## src/rtl/educell_spikegen_seq.sv

```systemverilog
// educell_spikegen_seq: registered spike generator for one EDU decoding cell.
// Fires once per assertion episode of the cell's source condition. The spike
// is fanned out through a loadable direction mask. A holdoff window follows
// each fire, and a saturating counter tallies the fires.
module educell_spikegen_seq #(
    parameter int          NDIR        = 6,
    parameter int          ESM_W       = 3,
    parameter int          HOLDOFF     = 2,
    parameter int          CNT_W       = 8,
    parameter logic [2:0]  ST_SOURCE   = 3'd1,
    parameter logic [2:0]  ST_BOUNDARY = 3'd2,
    parameter logic [2:0]  ST_TRANSMIT = 3'd3
) (
    input  logic             clk,
    input  logic             rst,
    input  logic [2:0]       state,
    input  logic [ESM_W-1:0] delayed_esmval,
    input  logic             delayed_bdval,
    input  logic             spike_taken,
    input  logic [NDIR-1:0]  spikedir_in,
    input  logic             spikedir_we,
    input  logic             flush,
    input  logic             cnt_clr,
    output logic [NDIR-1:0]  spike_out,
    output logic [NDIR-1:0]  spikedir_reg,
    output logic             busy,
    output logic [CNT_W-1:0] spike_cnt
);

    // The hold counter must represent HOLDOFF. Keep at least one bit so the
    // zero-holdoff build still has a legal vector.
    localparam int               HOLD_W    = (HOLDOFF > 0) ? $clog2(HOLDOFF + 1) : 1;
    localparam logic [HOLD_W-1:0] HOLD_LOAD = HOLD_W'(HOLDOFF);
    localparam logic [HOLD_W-1:0] HOLD_ONE  = HOLD_W'(1);
    localparam logic [CNT_W-1:0]  CNT_MAX   = '1;
    localparam logic [CNT_W-1:0]  CNT_ONE   = CNT_W'(1);

    logic              src;
    logic              fire;
    logic              armed;
    logic [HOLD_W-1:0] hold;
    logic [HOLD_W-1:0] hold_next;
    logic [NDIR-1:0]   mask;
    logic [CNT_W-1:0]  cnt_next;

    assign spikedir_reg = mask;

    // Select the source term that matches the cell's role. Unknown states never fire.
    always_comb begin
        src = 1'b0;
        case (state)
            ST_SOURCE:   src = |delayed_esmval;
            ST_BOUNDARY: src = delayed_bdval;
            ST_TRANSMIT: src = spike_taken;
            default:     src = 1'b0;
        endcase
    end

    // A fire needs a fresh episode (armed) and an expired holdoff. A flush suppresses it.
    assign fire = src & armed & (hold == '0) & ~flush;

    // Next holdoff value. busy is registered from this value so that busy tracks hold exactly.
    always_comb begin
        hold_next = hold;
        if (flush)
            hold_next = '0;
        else if (fire)
            hold_next = HOLD_LOAD;
        else if (hold != '0)
            hold_next = hold - HOLD_ONE;
    end

    // Saturating fire counter. A clear on the same edge as a fire leaves the count at one.
    always_comb begin
        cnt_next = spike_cnt;
        if (cnt_clr)
            cnt_next = fire ? CNT_ONE : '0;
        else if (fire && (spike_cnt != CNT_MAX))
            cnt_next = spike_cnt + CNT_ONE;
    end

    // Episode tracking and the one-cycle spike pulse.
    // The pulse uses the mask as it stood before this edge.
    always_ff @(posedge clk or posedge rst) begin
        if (rst) begin
            armed     <= 1'b1;
            spike_out <= '0;
        end else if (flush) begin
            armed     <= 1'b0;
            spike_out <= '0;
        end else if (fire) begin
            armed     <= 1'b0;
            spike_out <= mask;
        end else begin
            spike_out <= '0;
            if (!src)
                armed <= 1'b1;
        end
    end

    // Holdoff counter, busy flag and spike counter.
    always_ff @(posedge clk or posedge rst) begin
        if (rst) begin
            hold      <= '0;
            busy      <= 1'b0;
            spike_cnt <= '0;
        end else begin
            hold      <= hold_next;
            busy      <= (hold_next != '0);
            spike_cnt <= cnt_next;
        end
    end

    // Direction mask load. The load is independent of flush and of fire.
    always_ff @(posedge clk or posedge rst) begin
        if (rst)
            mask <= '0;
        else if (spikedir_we)
            mask <= spikedir_in;
    end

endmodule

```

## config.mk

```make
export PLATFORM = sky130hd
export DESIGN_NAME = educell_spikegen_seq
export DESIGN_NICKNAME = d
export VERILOG_FILES = /design/src/rtl/educell_spikegen_seq.sv
export SDC_FILE = /design/constraint.sdc
export NUM_CORES = 1
export LEC_CHECK = 0
export CORE_MARGIN = 2
export CORE_UTILIZATION = 40
export DETAILED_ROUTE_END_ITERATION = 12
export GPL_ROUTABILITY_DRIVEN = 0
export GPL_TIMING_DRIVEN = 1
export MAX_ROUTING_LAYER = met4
export PLACE_DENSITY = 0.71
export SETUP_SLACK_MARGIN = 0.3
export SYNTH_ARGS = -nofsm -noshare
export SYNTH_HDL_FRONTEND = slang
export SYNTH_SLANG_ARGS = --single-unit
```

## constraint.sdc

```tcl
create_clock -name clk -period 2.2 [get_ports clk]
set_input_delay 0.44 -clock clk [delete_from_list [all_inputs] [get_ports clk]]
set_output_delay 0.44 -clock clk [all_outputs]
set_load 0.005 [all_outputs]
```

# == After elaboration in Yosys (flattened, before gate mapping) ==
# Cells that the tools add are included.
# totals
ff_bits,24
in_bits,19
out_inout_bits,21
wordCells,35
# op_classes
add_sub_neg,2
eq_ne,5
mux,12
bitwise,4
n_reduce_logical,6
# op_table
op,n
$mux 8,2
$mux 6,2
$add 8x1->8 const B,1
$ne 8x8->1 const B,1
$eq 3x2->1 const B,2
$mux 2,3
$reduce_bool 2->1,3
$mux 1,4
$and 1x1->1,3
$eq 3x1->1 const B,1
$ne 3x1->1 const B,1
$pmux 1 s3,1
$reduce_or 3->1,1
$logic_not 2->1,1
$sub 2x1->2 const B,1
$logic_and 1x1->1,1
$not 1->1,1

# == Depth between registers and ports, before layout ==
# depth
word_depth,8
ltp_mapped,6
depth_no_buf,6

# == Worst setup path before layout ==
# OpenSTA, ideal clock, no wires.
# synth_timing
path_type,in2reg
startpoint,in delayed_esmval[1]
endpoint,reg spike_cnt[0]
setup_ns,0.134
arrival_time_ns,1.476
t_required_ns,2.066
path_slack_ns,0.591
stages,6
n_path_buf,1
cell_sequence,or3_1 -> a32oi_2 -> buf_6 -> nor2_2 -> a22oi_2 -> o31ai_2
# synth_between
elab_chain_cells,7
elab_cells_between_ends,9
classes_between,mux (3); bitwise (3); reduce/logical (3)
# synth_lines
item,line_no,source
"start, declared",17,"input logic [ESM_W-1:0] delayed_esmval,"
$reduce_or 3->1 (*),52,ST_SOURCE: src = |delayed_esmval;
$pmux 1 s3 (*),51,case (state)
$and 1x1->1 (*) (3 in a row),60,assign fire = src & armed & (hold == '0) & ~flush;
$mux 1 / $logic_and 1x1->1 (equally long branches),"77, 78",
$mux 8 / $reduce_bool 2->1 (equally long branches),-,
"end signal, assigned",110,spike_cnt <= cnt_next;
"end, declared",27,output logic [CNT_W-1:0] spike_cnt
# Every way passes the cells marked *; elsewhere a longest branch is shown, timed or not.
# A chain may end at the register's enable or synchronous reset.

# == Final worst setup path ==
# layout_timing
startpoint,in state[0]
endpoint,reg spike_cnt[0]
# layout_between
elab_chain_cells,7
elab_cells_between_ends,11
classes_between,eq/ne (3); mux (3); bitwise (3); reduce/logical (2)
# layout_lines
item,line_no,source
"start, declared",16,"input logic [2:0] state,"
$eq 3x2->1 / $eq 3x1->1 (equally long branches),51,
$pmux 1 s3 (*),51,
$and 1x1->1 (*) (3 in a row),60,
$mux 1 / $logic_and 1x1->1 (equally long branches),"77, 78",
$mux 8 / $reduce_bool 2->1 (equally long branches),-,
# Marked as above.

==> results.txt <==
Setup repair after global routing left no endpoint under its margin. Number of flops mapped to enable cells by yosys: 0. The routed wire length on met3 was 145 um. Of the cells placed in the final design, the portion with a size suffix greater than 1 is 17.16%. For this block, the routed nets add up to 1.958 mm of wire. Setup violations remaining at the end of the flow were counted as 0. Grouping stages by cell kind, the critical path spends the most delay in buffers and inverters.

In this run the static leakage power is 0.0006424 uW. Counting along the longest clock path gives a buffer depth of 2. Dividing total power by cell area gives a power density of 505.3 nW/um2. The area growth from synthesis to final layout was 43.81%.

Data arrives at the worst endpoint at 1.99 ns. Global routing finished with a remaining overflow of 0. In this run the standard cell core region covers 2522 um2. The maximum net fanout on the critical path is 10.

Counting every net in the synthesized netlist gives 110. The width of the chip is 56.23 um. The quantity of I/O buffers inserted on ports was 39; the number of buffers added to fix hold violations after cts was 0. The tools report the number of library cell types mapped by synthesis as 33. The run finished with clean final reports. The count of pins over their slew limit came out at 0.

For the overall die area, the log shows 3161 um2. For this run, the leading register cell type out of synthesis is sky130_fd_sc_hd__dfrtp_1. Counting every sink on the clock net gives 24. Dividing the detail-routed via count by the number of cells gives 4.756. Async set-or-reset flop fraction in the synthesized netlist: 100.0%. At the later pin of the worst-skew pair, clock insertion delay measures 0.31 ns. Of the available clock period, the critical path in the final layout requires 81.09%. The number of antenna violations at the first check in global routing came out at 0. TritonCTS built the clock tree. In the detailed route, the total length drawn on met2 is 920 um. By area the synthesized netlist is led by sky130_fd_sc_hd__dfrtp_1 (53%), sky130_fd_sc_hd__mux2_2 (6.2%), sky130_fd_sc_hd__nor4b_4 (4.4%), sky130_fd_sc_hd__xnor2_1 (4.0%), sky130_fd_sc_hd__nor2_1 (3.8%). The number of flip-flops in the largest register is 8, and the count of nets left with antenna violations after detail routing is 0. Traced cell by cell, the critical path runs through clkdlybuf4s50_1, mux2_1, a32oi_2, buf_12, nor2_2, a22oi_2, o31ai_2. After detailed routing, the wire length on met1 is 875 um. The power dissipated by switching net loads came out at 180.8 uW.

Overall track demand over capacity in global routing: 14.51%. The number of failing hold endpoints at the final stage was 0; the longest individual stage delay on the worst path was 0.50 ns. The count of maximum capacitance violations is 0, and the net count of the finished layout is 155. For the total vias in the final route, the log shows 780. The tools report the share of total power in combinational logic as 16.3%. Of the total power, registers draw 59.2%.

The highest metal layer carrying signal wires in the routed design is met4. For this design, the slowest cell found on the critical path is sky130_fd_sc_hd__clkdlybuf4s50_1. The number of synthesized register bits is 24, and the sequential-to-total area share from yosys stat is 55.16%.

For the number of DRC markers after the initial detailed-route iteration, the log shows 10. The worst setup path is captured at a register. After clock tree synthesis, the repair step resized 0 gates. For the finished layout, the period the worst path requires is 1.784 ns. The maximum clock rate was 560.6 MHz; the first-pass GRT wire length was 3.532 mm. For flop-to-flop paths, the worst setup slack is 0.67 ns. After synthesis, the largest area contributor takes up 52.75% of total cell area.

The number of rows created at floorplan was 18; the yosys synthesis warning count was 0. For the number of global-route vias before repair, the log shows 806. Net switching is 22.81% of the power. For the maximum level of the CTS H-tree, the log shows 1.

Across the VDD grid, the largest voltage drop is 0.4567 mV. Once the clock tree was built, the setup fixing pass inserted 0 buffers. The total power consumption of the routed design was 792.9 uW. 0 antenna diodes ended up in the layout. Entering global routing, the biggest net connects 14 pins. After clock tree synthesis, the clock-pin slew on the worst setup and hold paths is 0.13 ns.

The number of buffer and inverter instances along the worst setup path was 2. The critical path is of the input pin to register type. Once layout is complete, the utilization of the core stands at 62.20%.

The number of clock buffers added by TritonCTS is 3. Number of design rule violations left after detail routing: 0. The synthesized design spends more area on one cell type than any other, namely sky130_fd_sc_hd__dfrtp_1. The root buffer cell chosen for the clock tree is sky130_fd_sc_hd__clkbuf_4.

Measured against its own limit, the worst slew margin works out to 66.30%. STA puts the critical path data required time at 2.40 ns. The chip height is 56.23 um. Counting every instance in the synthesized netlist gives 90. The average wire length per cell after detail routing was 11.94 um; the post-detailed-placement half-perimeter wirelength was 1.567 mm.

Element type at the critical path start: an input pin. Setup TNS: 0 ns. For the pin with the worst max-slew slack, the measured transition is 0.5050 ns.

Summing every instance area after synthesis gives 1091 um2. The internal power of the cells totals 612.0 uW. The run gives 40 as the number of top-level pins. For the count of TritonRoute iterations in the first routing pass, the log shows 4. The relative contribution of the clock network to total power is 24.5%, and the clock skew after layout is 0.01300 ns. Path category of the worst min-delay check: input pin to async pin. The synthesized area per cell is 12.12 um2, and the initial cell density of the core is 43.25%.
-- area by class of cell --
type                            instances  area (um2)
Clock buffer                            4       26.28
Fill cell                             224       953.4
Inverter                                2       7.507
Multi-Input combinational cell         61       462.9
Sequential cell                        24       601.8
Tap cell                               30       37.54
Timing Repair Buffer                   43       432.9
-- power groups by stage --
stage	clock, uW	combinational, uW	sequential (uW)
2_1_floorplan	0	50.5	479
3_3_place_gp	0	128	479
3_5_place_dp	0	131	479
4_1_cts	205	132	470
5_1_grt	226	142	473
6_report	194	129	470
-- cell families (layout without fill, tap and decap cells) --
group / Yosys count / after routing / share of synthesized area [%]
simple gates: 37 / 37 / 21.79
flops: 24 / 24 / 55.16
fa+ha+maj: 1 / 1 / 1.147
buf+inv: 5 / 49 / 2.408
compound gates: 11 / 11 / 8.256
xor+xnor: 5 / 5 / 4.014
mux: 7 / 7 / 7.224
-- layout by cell type (no fill, tap or decap), types with 3 or more instances in the layout --
master,n
sky130_fd_sc_hd__dfrtp_1,23
sky130_fd_sc_hd__xnor2_1,5
sky130_fd_sc_hd__nor2_1,11
sky130_fd_sc_hd__clkdlybuf4s50_1,39
sky130_fd_sc_hd__and2_1,6
sky130_fd_sc_hd__buf_4,3
sky130_fd_sc_hd__clkbuf_4,3
sky130_fd_sc_hd__a21oi_1,3
sky130_fd_sc_hd__mux2_2,6
sky130_fd_sc_hd__nand2_1,4
-- cell usage after synthesis, types with 2 or more instances --
| cell | n |
|---|---|
| sky130_fd_sc_hd__nor4b_4 | 2 |
| sky130_fd_sc_hd__xnor2_1 | 5 |
| sky130_fd_sc_hd__and2_1 | 6 |
| sky130_fd_sc_hd__dfrtp_1 | 23 |
| sky130_fd_sc_hd__inv_1 | 2 |
| sky130_fd_sc_hd__nand2_1 | 4 |
| sky130_fd_sc_hd__nor2_1 | 11 |
| sky130_fd_sc_hd__a21oi_1 | 3 |
| sky130_fd_sc_hd__mux2_2 | 6 |
| sky130_fd_sc_hd__nor3_1 | 2 |
| sky130_fd_sc_hd__or3_1 | 2 |
| sky130_fd_sc_hd__nor2b_1 | 2 |
| sky130_fd_sc_hd__nand3_1 | 2 |
-- worst paths after layout --
path                                             start                     endpoint  cells after the start
max                                           state[0]     spike_cnt[0]$_DFFE_PP0P_                      7
min                                                rst     spike_cnt[0]$_DFFE_PP0P_                      2
max reg2reg                          armed$_DFFE_PP1P_     spike_cnt[3]$_DFFE_PP0P_                      4
min reg2reg                spikedir_reg[0]$_DFFE_PP0P_       spike_out[0]$_DFF_PP0_                      1
max in group asynchronous                          rst  spikedir_reg[0]$_DFFE_PP0P_                      3
min in group clk           spikedir_reg[0]$_DFFE_PP0P_       spike_out[0]$_DFF_PP0_                      1
-- layer usage --
layer / track usage, % / up-vias
li1: - / 397
met1: 17.65 / 352
met2: 23.70 / 29
met3: 3.953 / 2
met4: 4.082 / 0
met5: - / -
-- metrics by stage --
| step | area (um2) | setup WS (ns) | std cells | hold WS (ns) |
|---|---|---|---|---|
| after global placement | 1543 | 0.09289 | 160 | 0.4891 |
| after CTS | 1569 | 0.4198 | 164 | 0.4487 |
| final | 1569 | 0.4161 | 164 | 0.4377 |
| after floorplan | 1091 | 0.5906 | 90 | 0.4539 |
| after detailed placement | 1543 | 0.07322 | 160 | 0.4923 |
| after global routing | 1569 | 0.3249 | 164 | 0.4715 |
(Power assumes the default switching activity.)
